$ cat src/rtl/exec_ctrl_pkg.sv
// Shared types and constants for the execution step controller.
package exec_ctrl_pkg;

  typedef enum logic [1:0] {
    ST_INIT = 2'd0,
    ST_IDLE = 2'd1,
    ST_RUN  = 2'd2,
    ST_HALT = 2'd3
  } exec_state_e;

  localparam int               CNT_W   = 16;
  localparam logic [CNT_W-1:0] CNT_SAT = 16'hFFFF;

  function automatic logic [CNT_W-1:0] sat_inc(input logic [CNT_W-1:0] v);
    return (v == CNT_SAT) ? v : v + CNT_W'(1);
  endfunction

endpackage

$ cat src/rtl/btn_edge_sync.sv
// Two-flop synchroniser for an asynchronous board input, with a registered
// rising-edge pulse that is one cycle wide regardless of how long the input is held.
module btn_edge_sync (
  input  logic clk,
  input  logic reset,
  input  logic din,
  output logic level,
  output logic rise
);

  logic sync1_q, sync1_d;
  logic sync2_q, sync2_d;
  logic prev_q, prev_d;
  logic rise_q, rise_d;

  always_comb begin
    sync1_d = din;
    sync2_d = sync1_q;
    prev_d  = sync2_q;
    rise_d  = sync2_q & ~prev_q;
  end

  always_ff @(posedge clk) begin
    if (reset) begin
      sync1_q <= 1'b0;
      sync2_q <= 1'b0;
      prev_q  <= 1'b0;
      rise_q  <= 1'b0;
    end else begin
      sync1_q <= sync1_d;
      sync2_q <= sync2_d;
      prev_q  <= prev_d;
      rise_q  <= rise_d;
    end
  end

  assign level = sync2_q;
  assign rise  = rise_q;

endmodule

$ cat src/rtl/exec_step_controller.sv
// Execution sequencer for the single-cycle core: single-step, free-run, halt, init.
// Breakpoint support is built only when EXEC_BREAKPOINT_EN is defined.
//
// state | meaning
// INIT  | core_reset held for RST_CYCLES cycles, counters cleared
// IDLE  | waiting; step edge issues one strobe, run edge enters RUN
// RUN   | strobe every RUN_DIV cycles until run_sw low, breakpoint or end
// HALT  | pc past MAX_PC; step with run_sw low re-initialises
module exec_step_controller
  import exec_ctrl_pkg::*;
#(
  parameter int RUN_DIV    = 25_000_000,
  parameter int MAX_PC     = 124,
  parameter int RST_CYCLES = 4
) (
  input  logic             clk,
  input  logic             reset,
  input  logic             step_btn,
  input  logic             run_sw,
  input  logic [31:0]      pc,
  input  logic [31:0]      bp_addr,
  input  logic             bp_valid,
  output logic             core_en,
  output logic             core_reset,
  output logic [1:0]       state,
  output logic             halted,
  output logic             bp_hit,
  output logic [CNT_W-1:0] instr_count
);

  localparam int               DIV_W    = $clog2(RUN_DIV);
  localparam int               RST_W    = (RST_CYCLES > 1) ? $clog2(RST_CYCLES) : 1;
  localparam logic [DIV_W-1:0] DIV_TERM = DIV_W'(RUN_DIV - 1);
  localparam logic [RST_W-1:0] RST_TERM = RST_W'(RST_CYCLES - 1);
  localparam logic [31:0]      MAX_PC_W = 32'(MAX_PC);

  exec_state_e      state_q, state_d;
  logic [DIV_W-1:0] div_q, div_d;
  logic [RST_W-1:0] init_cnt_q, init_cnt_d;
  logic             core_en_q, core_en_d;
  logic             core_reset_q, core_reset_d;
  logic             halted_q, halted_d;
  logic [CNT_W-1:0] count_q, count_d;

  logic step_rise, run_rise, run_level;
  logic unused_step_level;
  logic past_end, bp_stop, run_entry, bp_taken;

  btn_edge_sync u_step_sync (
    .clk   (clk),
    .reset (reset),
    .din   (step_btn),
    .level (unused_step_level),
    .rise  (step_rise)
  );

  btn_edge_sync u_run_sync (
    .clk   (clk),
    .reset (reset),
    .din   (run_sw),
    .level (run_level),
    .rise  (run_rise)
  );

  // pc is only trusted while no strobe is in flight; it moves on the strobe edge.
  assign past_end = !core_en_q && (pc > MAX_PC_W);

`ifdef EXEC_BREAKPOINT_EN
  logic bp_skip_q, bp_skip_d;
  logic bp_hit_q, bp_hit_d;

  // bp_skip lets a resumed run execute the instruction it stopped on.
  assign bp_stop = bp_valid && (pc == bp_addr) && !bp_skip_q;

  always_comb begin
    bp_skip_d = bp_skip_q;
    bp_hit_d  = bp_hit_q;
    if (run_entry) begin
      bp_skip_d = 1'b1;
      bp_hit_d  = 1'b0;
    end else if (core_en_d) begin
      bp_skip_d = 1'b0;
    end
    if (bp_taken) bp_hit_d = 1'b1;
    if (state_d == ST_INIT) bp_hit_d = 1'b0;
  end

  always_ff @(posedge clk) begin
    if (reset) begin
      bp_skip_q <= 1'b0;
      bp_hit_q  <= 1'b0;
    end else begin
      bp_skip_q <= bp_skip_d;
      bp_hit_q  <= bp_hit_d;
    end
  end

  assign bp_hit = bp_hit_q;
`else
  logic unused_bp;
  assign unused_bp = ^{bp_addr, bp_valid, run_entry, bp_taken};
  assign bp_stop   = 1'b0;
  assign bp_hit    = 1'b0;
`endif

  always_comb begin
    state_d    = state_q;
    div_d      = div_q;
    init_cnt_d = init_cnt_q;
    core_en_d  = 1'b0;
    run_entry  = 1'b0;
    bp_taken   = 1'b0;
    case (state_q)
      ST_INIT: begin
        if (init_cnt_q == RST_TERM) state_d = ST_IDLE;
        else                        init_cnt_d = init_cnt_q + RST_W'(1);
      end
      ST_IDLE: begin
        if (past_end) begin
          state_d = ST_HALT;
        end else if (run_rise) begin
          state_d   = ST_RUN;
          div_d     = '0;
          run_entry = 1'b1;
        end else if (step_rise) begin
          core_en_d = 1'b1;
        end
      end
      ST_RUN: begin
        if (past_end) begin
          state_d = ST_HALT;
        end else if (!run_level) begin
          state_d = ST_IDLE;
        end else if (div_q == DIV_TERM) begin
          div_d = '0;
          if (bp_stop) begin
            state_d  = ST_IDLE;
            bp_taken = 1'b1;
          end else begin
            core_en_d = 1'b1;
          end
        end else begin
          div_d = div_q + DIV_W'(1);
        end
      end
      ST_HALT: begin
        if (step_rise && !run_level) begin
          state_d    = ST_INIT;
          init_cnt_d = '0;
        end
      end
      default: state_d = ST_INIT;
    endcase
  end

  always_comb begin
    core_reset_d = (state_d == ST_INIT);
    halted_d     = (state_d == ST_HALT);
    count_d      = count_q;
    if (state_d == ST_INIT) count_d = '0;
    else if (core_en_d)     count_d = sat_inc(count_q);
  end

  always_ff @(posedge clk) begin
    if (reset) begin
      state_q      <= ST_INIT;
      div_q        <= '0;
      init_cnt_q   <= '0;
      core_en_q    <= 1'b0;
      core_reset_q <= 1'b1;
      halted_q     <= 1'b0;
      count_q      <= '0;
    end else begin
      state_q      <= state_d;
      div_q        <= div_d;
      init_cnt_q   <= init_cnt_d;
      core_en_q    <= core_en_d;
      core_reset_q <= core_reset_d;
      halted_q     <= halted_d;
      count_q      <= count_d;
    end
  end

  assign core_en     = core_en_q;
  assign core_reset  = core_reset_q;
  assign state       = state_q;
  assign halted      = halted_q;
  assign instr_count = count_q;

endmodule

$ cat config.mk
export PLATFORM = sky130hd
export DESIGN_NAME = exec_step_controller
export DESIGN_NICKNAME = d
export VERILOG_FILES = /design/src/rtl/exec_ctrl_pkg.sv /design/src/rtl/btn_edge_sync.sv /design/src/rtl/exec_step_controller.sv
export SDC_FILE = /design/constraint.sdc
export NUM_CORES = 1
export LEC_CHECK = 0
export ABC_CLOCK_PERIOD_IN_PS = 2610
export BUFFER_PORTS_ARGS = -buffer_cell sky130_fd_sc_hd__clkbuf_2
export CAP_MARGIN = 20
export CORE_MARGIN = 2
export CORE_UTILIZATION = 51
export DETAILED_ROUTE_END_ITERATION = 8
export PLACE_DENSITY_LB_ADDON = 0.12
export SYNTH_ARGS = -nofsm -noshare
export SYNTH_HDL_FRONTEND = slang
export SYNTH_SLANG_ARGS = --single-unit
$ cat constraint.sdc
create_clock -name clk -period 2.61 [get_ports clk]
set_input_delay 0.261 -clock clk [delete_from_list [all_inputs] [get_ports clk]]
set_output_delay 0.261 -clock clk [all_outputs]
set_load 0.05 [all_outputs]
==> metrics.md, run 1 <==
| Metric | Value |
|---|---|
| Status | finished, final reports clean |
| Max_cap viols | 0 |
| Fmax | 426 MHz |
| Comb power frac | 0.164 |
| Clock Latency Late Sink | 0.31 ns |
| Yosys reg bits | 56 |
| Die area | 6310 um2 |
| Worst Skew | 0.0116 ns |
| Top_reg_cell synth | dfxtp_1 |
| CTS buffer count | 5 |
| Worst Path Buf+Inv | 2 |
| Synth-to-Final Area Change | 16.9% |
| Post-place instance area | 3290 um2 |
| Required @ worst endpoint | 2.85 ns |
| Final WS setup | 0.263 ns |
| Syn Inst Count | 338 |
| VDD IR-drop max | 333 uV |
| Starting DRT DRC Count | 110 |
| Flop pwr share | 0.539 |
| Drt drc | 0 |
| Setup TNS Final | 0 ns |
| Total setup buffers inserted after CTS | 0 |
| Psw | 0.461 mW |
| Total GRT Usage | 0.213 |
| Power per cell area | 490 nW/um2 |
| Gpl congestion | 0.858 |
| Post-synth ARST share | 0 |
| WL final | 6.18 mm |
| Number of I/O pins | 91 |
| Setup slack at placement | 0.177 ns |
| Switch share | 0.278 |
| Compound-gate portion of the synthesized area | 0.0997 |
| Worst Max-Slew Pin Slew | 0.786 ns |
| CP delay by family, top | simple AND/OR/NAND/NOR gates |
| TritonRoute pass-1 iters | 4 |
| Initial antenna violation count | 0 |
| Placed Cells | 461 |
| Die Height | 79.4 um |
| Final setup violation count | 0 |
| Mapped Nets | 414 |
| Non-Filler Instances | 469 |
| EDFF count, synth | 0 |
| Routed via count | 2611 |
| DP HPWL | 4.55 mm |
| Share of cells above drive strength 1 | 0.209 |
| RSZ-0062 raised after global routing | no |
| Max Slew Vio Count | 0 |
| CP Launch Type | flop |
| Register area share after synthesis | 0.387 |
| Detail Route Antenna Nets | 0 |
| Relative slew slack | 0.469 |
| Slowest CP cell | or4_1 |
| Max Fanout on Critical Path | 13 |
| Vias in the first global route | 2482 |
| Post-route minimum period | 2.35 ns |
| Core area | 5510 um2 |
| Clock Sinks | 56 |
| Leakage Power | 1.39 nW |
| Post-Synth Simple-Gate Area | 0.340 |
| Clock share of power | 0.297 |
| FP Rows | 27 |
| Diodes inserted | 0 |
| Initial Util | 0.527 |
| Critical path data arrival time | 2.59 ns |
| Worst Setup End Kind | flop |
| H-tree depth | 2 |
| Design Area, Final | 3390 um2 |
| Post-synthesis mux area share | 0.0177 |
| Final hold violations | 0 |
| Synth Area in Adders | 0.0302 |
| First-pass GRT wire length | 10.8 mm |
| YS warnings | 0 |
| WL/cell | 13.2 um |
| Avg Inst Size Synth | 8.58 um2 |
| Worst path cell trace | inv_1 -> ha_1 -> and2_1 -> nand4_1 -> o21ai_1 -> buf_4 -> nand4b_2 -> or4_1 -> a21oi_1 |
| Most frequent cells in the layout | 56 x dfxtp_1, 56 x clkbuf_2, 42 x nor2_1 |
| Pint | 1.20 mW |
| Clock tree buffer depth | 2 |
| Synth cell types | 46 |
| Crit Path Class | flop to flop |
| CTS root buf | clkbuf_8 |
| Clk slew on worst S/H paths | 0.10 ns |
| Main combinational cell family by area after synthesis | simple AND/OR/NAND/NOR gates |
| Largest net degree at the start of global routing | 26 |
| Vias/cell | 5.57 |
| Post-Synth XOR/XNOR Area | 0.0876 |
| Final net count | 472 |
| Die W | 79.4 um |
| Biggest cell delay along the critical path | 0.46 ns |
| CTS tree | done |
| GRT overflow | 0 |
| Final worst path period share | 0.899 |
| Post-Syn Area | 2900 um2 |
| Port bufs | 56 |
| Worst hold path class | primary input to flop |
through the flow:
| stage | power [mW] | hold WS, ns | util |
|---|---|---|---|
| after floorplan | 1.10 | 0.367 | - |
| after global placement | 1.17 | 0.370 | 0.597 |
| after detailed placement | 1.18 | 0.373 | 0.597 |
| after CTS | 1.68 | 0.150 | 0.614 |
| after global routing | 1.75 | 0.152 | 0.616 |
| final | 1.66 | 0.157 | 0.616 |
final timing paths:
kind	startpoint	end	slack, ns	cells after the start
setup / recovery	state[0]$_SDFF_PP0_	instr_count[15]$_SDFFE_PP0P_	0.26	9
hold / removal	run_sw	u_run_sync.sync1_q$_SDFF_PP0_	0.16	2
setup reg to reg	state[0]$_SDFF_PP0_	instr_count[15]$_SDFFE_PP0P_	0.26	9
hold reg to reg	u_step_sync.prev_q$_SDFF_PP0_	u_step_sync.rise$_SDFF_PP0_	0.39	1
area by class of cell:
| cell class | instances | area [um2] |
|---|---|---|
| clock buffer | 7 | 86.3 |
| clock inverter | 1 | 7.51 |
| fill | 500 | 2120 |
| inverter | 11 | 41.3 |
| multi-input combinational | 257 | 1680 |
| sequential | 56 | 1120 |
| tap | 72 | 90.1 |
| timing repair buffer | 65 | 360 |
worst register-to-register path, stage by stage, from the launching register on:
cell and delay, ns:
dfxtp_1 0.35, inv_1 0.14, ha_1 0.35, and2_1 0.17, nand4_1 0.09, o21ai_1 0.15, buf_4 0.21, nand4b_2 0.21
or4_1 0.46, a21oi_1 0.15
power groups by stage:
stage               Clock (mW)  Sequential, mW  Combinational (mW)
floorplan                    0           0.938               0.164
detailed placement           0           0.914               0.267
finish                   0.494           0.895               0.272
global placement             0           0.913               0.261
CTS                      0.513           0.895               0.268
global route             0.547           0.899               0.300
synth_stat cells (8+ instances only):
cell / instances / area [um2]
nand2_1: 17 / 63.8
xor2_1: 27 / 236
nor2_1: 42 / 158
dfxtp_1: 56 / 1120
nand4_1: 26 / 163
inv_1: 11 / 41.3
and4_1: 8 / 70.1
a21oi_1: 14 / 70.1
nor2b_1: 13 / 81.3
and3_1: 13 / 81.3
o21ai_0: 11 / 55.1
nand3_1: 19 / 95.1
what timing repair did:
item | CTS | global route
hold buffers | 0 | 0
endpoints found under the setup margin | 0 | 5
gates resized for setup | 0 | 1
cells by family (layout without fill, tap and decap cells):
| logic type | after synthesis | in the layout |
|---|---|---|
| AO/OA/AOI/OAI | 41 | 41 |
| XOR/XNOR | 29 | 29 |
| adder cells (fa/ha/maj) | 7 | 7 |
| buffers and inverters | 25 | 84 |
| flip-flops | 56 | 56 |
| multiplexers | 5 | 5 |
| other | 1 | 1 |
| AND/OR/NAND/NOR | 174 | 174 |
flip-flops by register name, indices dropped and copies added, names as in the netlist:
signal and cells:
core_en 1, div_q 25, state 2, u_step_sync.prev_q 1
u_run_sync.level 1, u_run_sync.rise 1, init_cnt_q 2, u_run_sync.sync1_q 1
u_run_sync.prev_q 1, halted 1, u_step_sync.rise 1, u_step_sync.level 1
core_reset 1, u_step_sync.sync1_q 1, instr_count 16
layer usage:
metal	track usage	routed length (um)	vias to the layer above
met4	0.0793	87	0
met5	0	0	-
met2	0.372	3050	62
met3	0.0419	248	8
met1	0.258	2790	1212
li1	-	-	1329
Note: power is estimated with default switching activity, not from simulation.
==> run 2: changes to the inputs <==
--- a/config.mk
+++ b/config.mk
@@ -6,11 +6,11 @@
 export NUM_CORES = 1
 export LEC_CHECK = 0
 export ABC_CLOCK_PERIOD_IN_PS = 2610
-export BUFFER_PORTS_ARGS = -buffer_cell sky130_fd_sc_hd__clkbuf_2
 export CAP_MARGIN = 20
 export CORE_MARGIN = 2
-export CORE_UTILIZATION = 51
+export CORE_UTILIZATION = 55
 export DETAILED_ROUTE_END_ITERATION = 8
+export DONT_BUFFER_PORTS = 1
 export PLACE_DENSITY_LB_ADDON = 0.12
 export SYNTH_ARGS = -nofsm -noshare
 export SYNTH_HDL_FRONTEND = slang
==> run 2 against run 1 <==
Sequential power grew 1%; register-to-register slack worse by 0.02 ns; power increased by 6.2%; first-iteration DRC count grew 79%; combinational power decreased by 14%; utilization is 2.7 points higher; clock skew fell by 0.0042 ns; global-route usage up 0.67 points; critical path type unchanged; critical endpoint unchanged.
==> metrics.md, run 2 (same netlist as run 1, synthesis figures left out) <==
| Metric | Value |
|---|---|
| Worst reg2reg path startpoint | state[0]$_SDFF_PP0_ |
| Die W | 76.6 um |
| Worst Path Buf+Inv | 1 |
| CP delay by family, top | simple AND/OR/NAND/NOR gates |
| Share of cells above drive strength 1 | 0.130 |
| R2r endpoint | instr_count[15]$_SDFFE_PP0P_ |
| Hold Buf Count CTS | 1 |
| Vias in the first global route | 2299 |
| WL/cell | 15.0 um |
| Largest net degree at the start of global routing | 18 |
| Detail Route Antenna Nets | 0 |
| Max Fanout on Critical Path | 9 |
| Total setup buffers inserted after CTS | 0 |
| Port bufs | 0 |
| Max Slew Vio Count | 0 |
| Core area | 5110 um2 |
| Power, Total | 1.76 mW |
| Final worst path period share | 0.907 |
| Crit Path Class | flop to flop |
| Die Height | 76.6 um |
| Worst Setup End Kind | flop |
| Worst Max-Slew Pin Slew | 0.773 ns |
| Most frequent cells in the layout | 56 x dfxtp_1, 42 x nor2_1, 28 x buf_4 |
| Worst hold start | reset |
| Final setup violation count | 0 |
| Worst Skew | 0.00736 ns |
| FP Rows | 26 |
| Initial antenna violation count | 0 |
| Status | finished, final reports clean |
| Max_cap viols | 0 |
| Slowest CP cell | or4_1 |
| Drt drc | 0 |
| Final net count | 437 |
| Max FFs per register | 25 |
| Die area | 5870 um2 |
| Flop-to-flop setup slack | 0.24 ns |
| Post-CTS resize count | 0 |
| Setup TNS Final | 0 ns |
| H-tree depth | 2 |
| RSZ-0062 raised after global routing | no |
| CP Launch Type | flop |
| Clock Latency Late Sink | 0.31 ns |
| FF+latch area | 1120 um2 |
| Fmax | 423 MHz |
| Biggest cell delay along the critical path | 0.46 ns |
| Fill count | 441 |
| Starting DRT DRC Count | 197 |
| Multi-input gate area | 1680 um2 |
| First-pass GRT wire length | 10.5 mm |
| Initial Util | 0.568 |
| CTS tree | done |
| GRT overflow | 0 |
| Worst path cell trace | inv_1 -> ha_1 -> and2_1 -> nand4_1 -> o21ai_1 -> nand4b_2 -> or4_1 -> a21oi_1 |
| TritonRoute pass-1 iters | 4 |
| Worst hold path class | primary input to flop |
| Power per cell area | 537 nW/um2 |
| CTS buffer count | 5 |
| Worst r2r path cells | 8 |
| Vias/cell | 5.86 |
| DP HPWL | 4.65 mm |
| Required @ worst endpoint | 2.86 ns |
| Clock tree buffer depth | 2 |
| WL final | 6.46 mm |
| Post-route minimum period | 2.37 ns |
| Top reg by flops | div_q |
| Clock Sinks | 56 |
| Hold Path End | u_step_sync.prev_q$_SDFF_PP0_ |
| Hold depth | 1 |
| Diodes inserted | 0 |
| Synth-to-Final Area Change | 13.2% |
| Gpl congestion | 0.895 |
| Final hold violations | 0 |
| Critical path data arrival time | 2.61 ns |
| Clk slew on worst S/H paths | 0.10 ns |
| Number of I/O pins | 91 |
| Leading cell type in the layout, fill and taps excluded | dfxtp_1 |
| CTS root buf | clkbuf_8 |
| Routed via count | 2532 |
| Leakage Power | 1.27 nW |
| Relative slew slack | 0.482 |
| Total GRT Usage | 0.219 |
| VDD IR-drop max | 333 uV |
## run 2: how the worst max path moves through the flow
stage,from,endpoint,slack (ns),cells after the start
CTS,state[0]$_SDFF_PP0_,instr_count[13]$_SDFFE_PP0P_,0.27,8
detailed placement,pc[28],instr_count[15]$_SDFFE_PP0P_,0.27,6
floorplan,state[0]$_SDFF_PP0_,div_q[9]$_SDFFE_PP0P_,0.04,10
global placement,state[0]$_SDFF_PP0_,instr_count[13]$_SDFFE_PP0P_,0.30,8
global route,state[0]$_SDFF_PP0_,instr_count[13]$_SDFFE_PP0P_,0.04,8
finish,state[0]$_SDFF_PP0_,instr_count[15]$_SDFFE_PP0P_,0.24,8
## run 2: cell type report
class	count	share of cell area
Timing Repair Buffer	30	0.0701
Sequential cell	56	0.341
Inverter	11	0.0126
Multi-Input combinational cell	257	0.511
Clock inverter	1	0.00915
Clock buffer	7	0.0293
Tap cell	70	0.0267
## run 2: per-layer routing
metal  part of all wire  GRT usage
met3              0.055     0.0498
met1               0.45      0.272
met5                  0          0
met4             0.0085     0.0691
met2               0.49      0.378
## run 2: power breakdown
part           internal [mW]  leakage, nW  total [mW]  switching [mW]
clock network          0.339       0.0645       0.623           0.284
logic                 0.0894        0.752       0.234           0.144
registers              0.878        0.453       0.906          0.0283
## run 2: per-stage QoR
step | area, um2 | instances | util | worst slack (ns) | hold WS [ns]
3_5_place_dp | 3140 | 422 | 0.614 | 0.266 | 0.336
5_1_grt | 3280 | 432 | 0.643 | 0.0426 | 0.0146
6_report | 3280 | 432 | 0.643 | 0.243 | 0.0185
4_1_cts | 3270 | 431 | 0.641 | 0.269 | 0.00260
2_1_floorplan | 2900 | 338 | - | 0.0387 | 0.367
3_3_place_gp | 3140 | 422 | 0.614 | 0.300 | 0.335
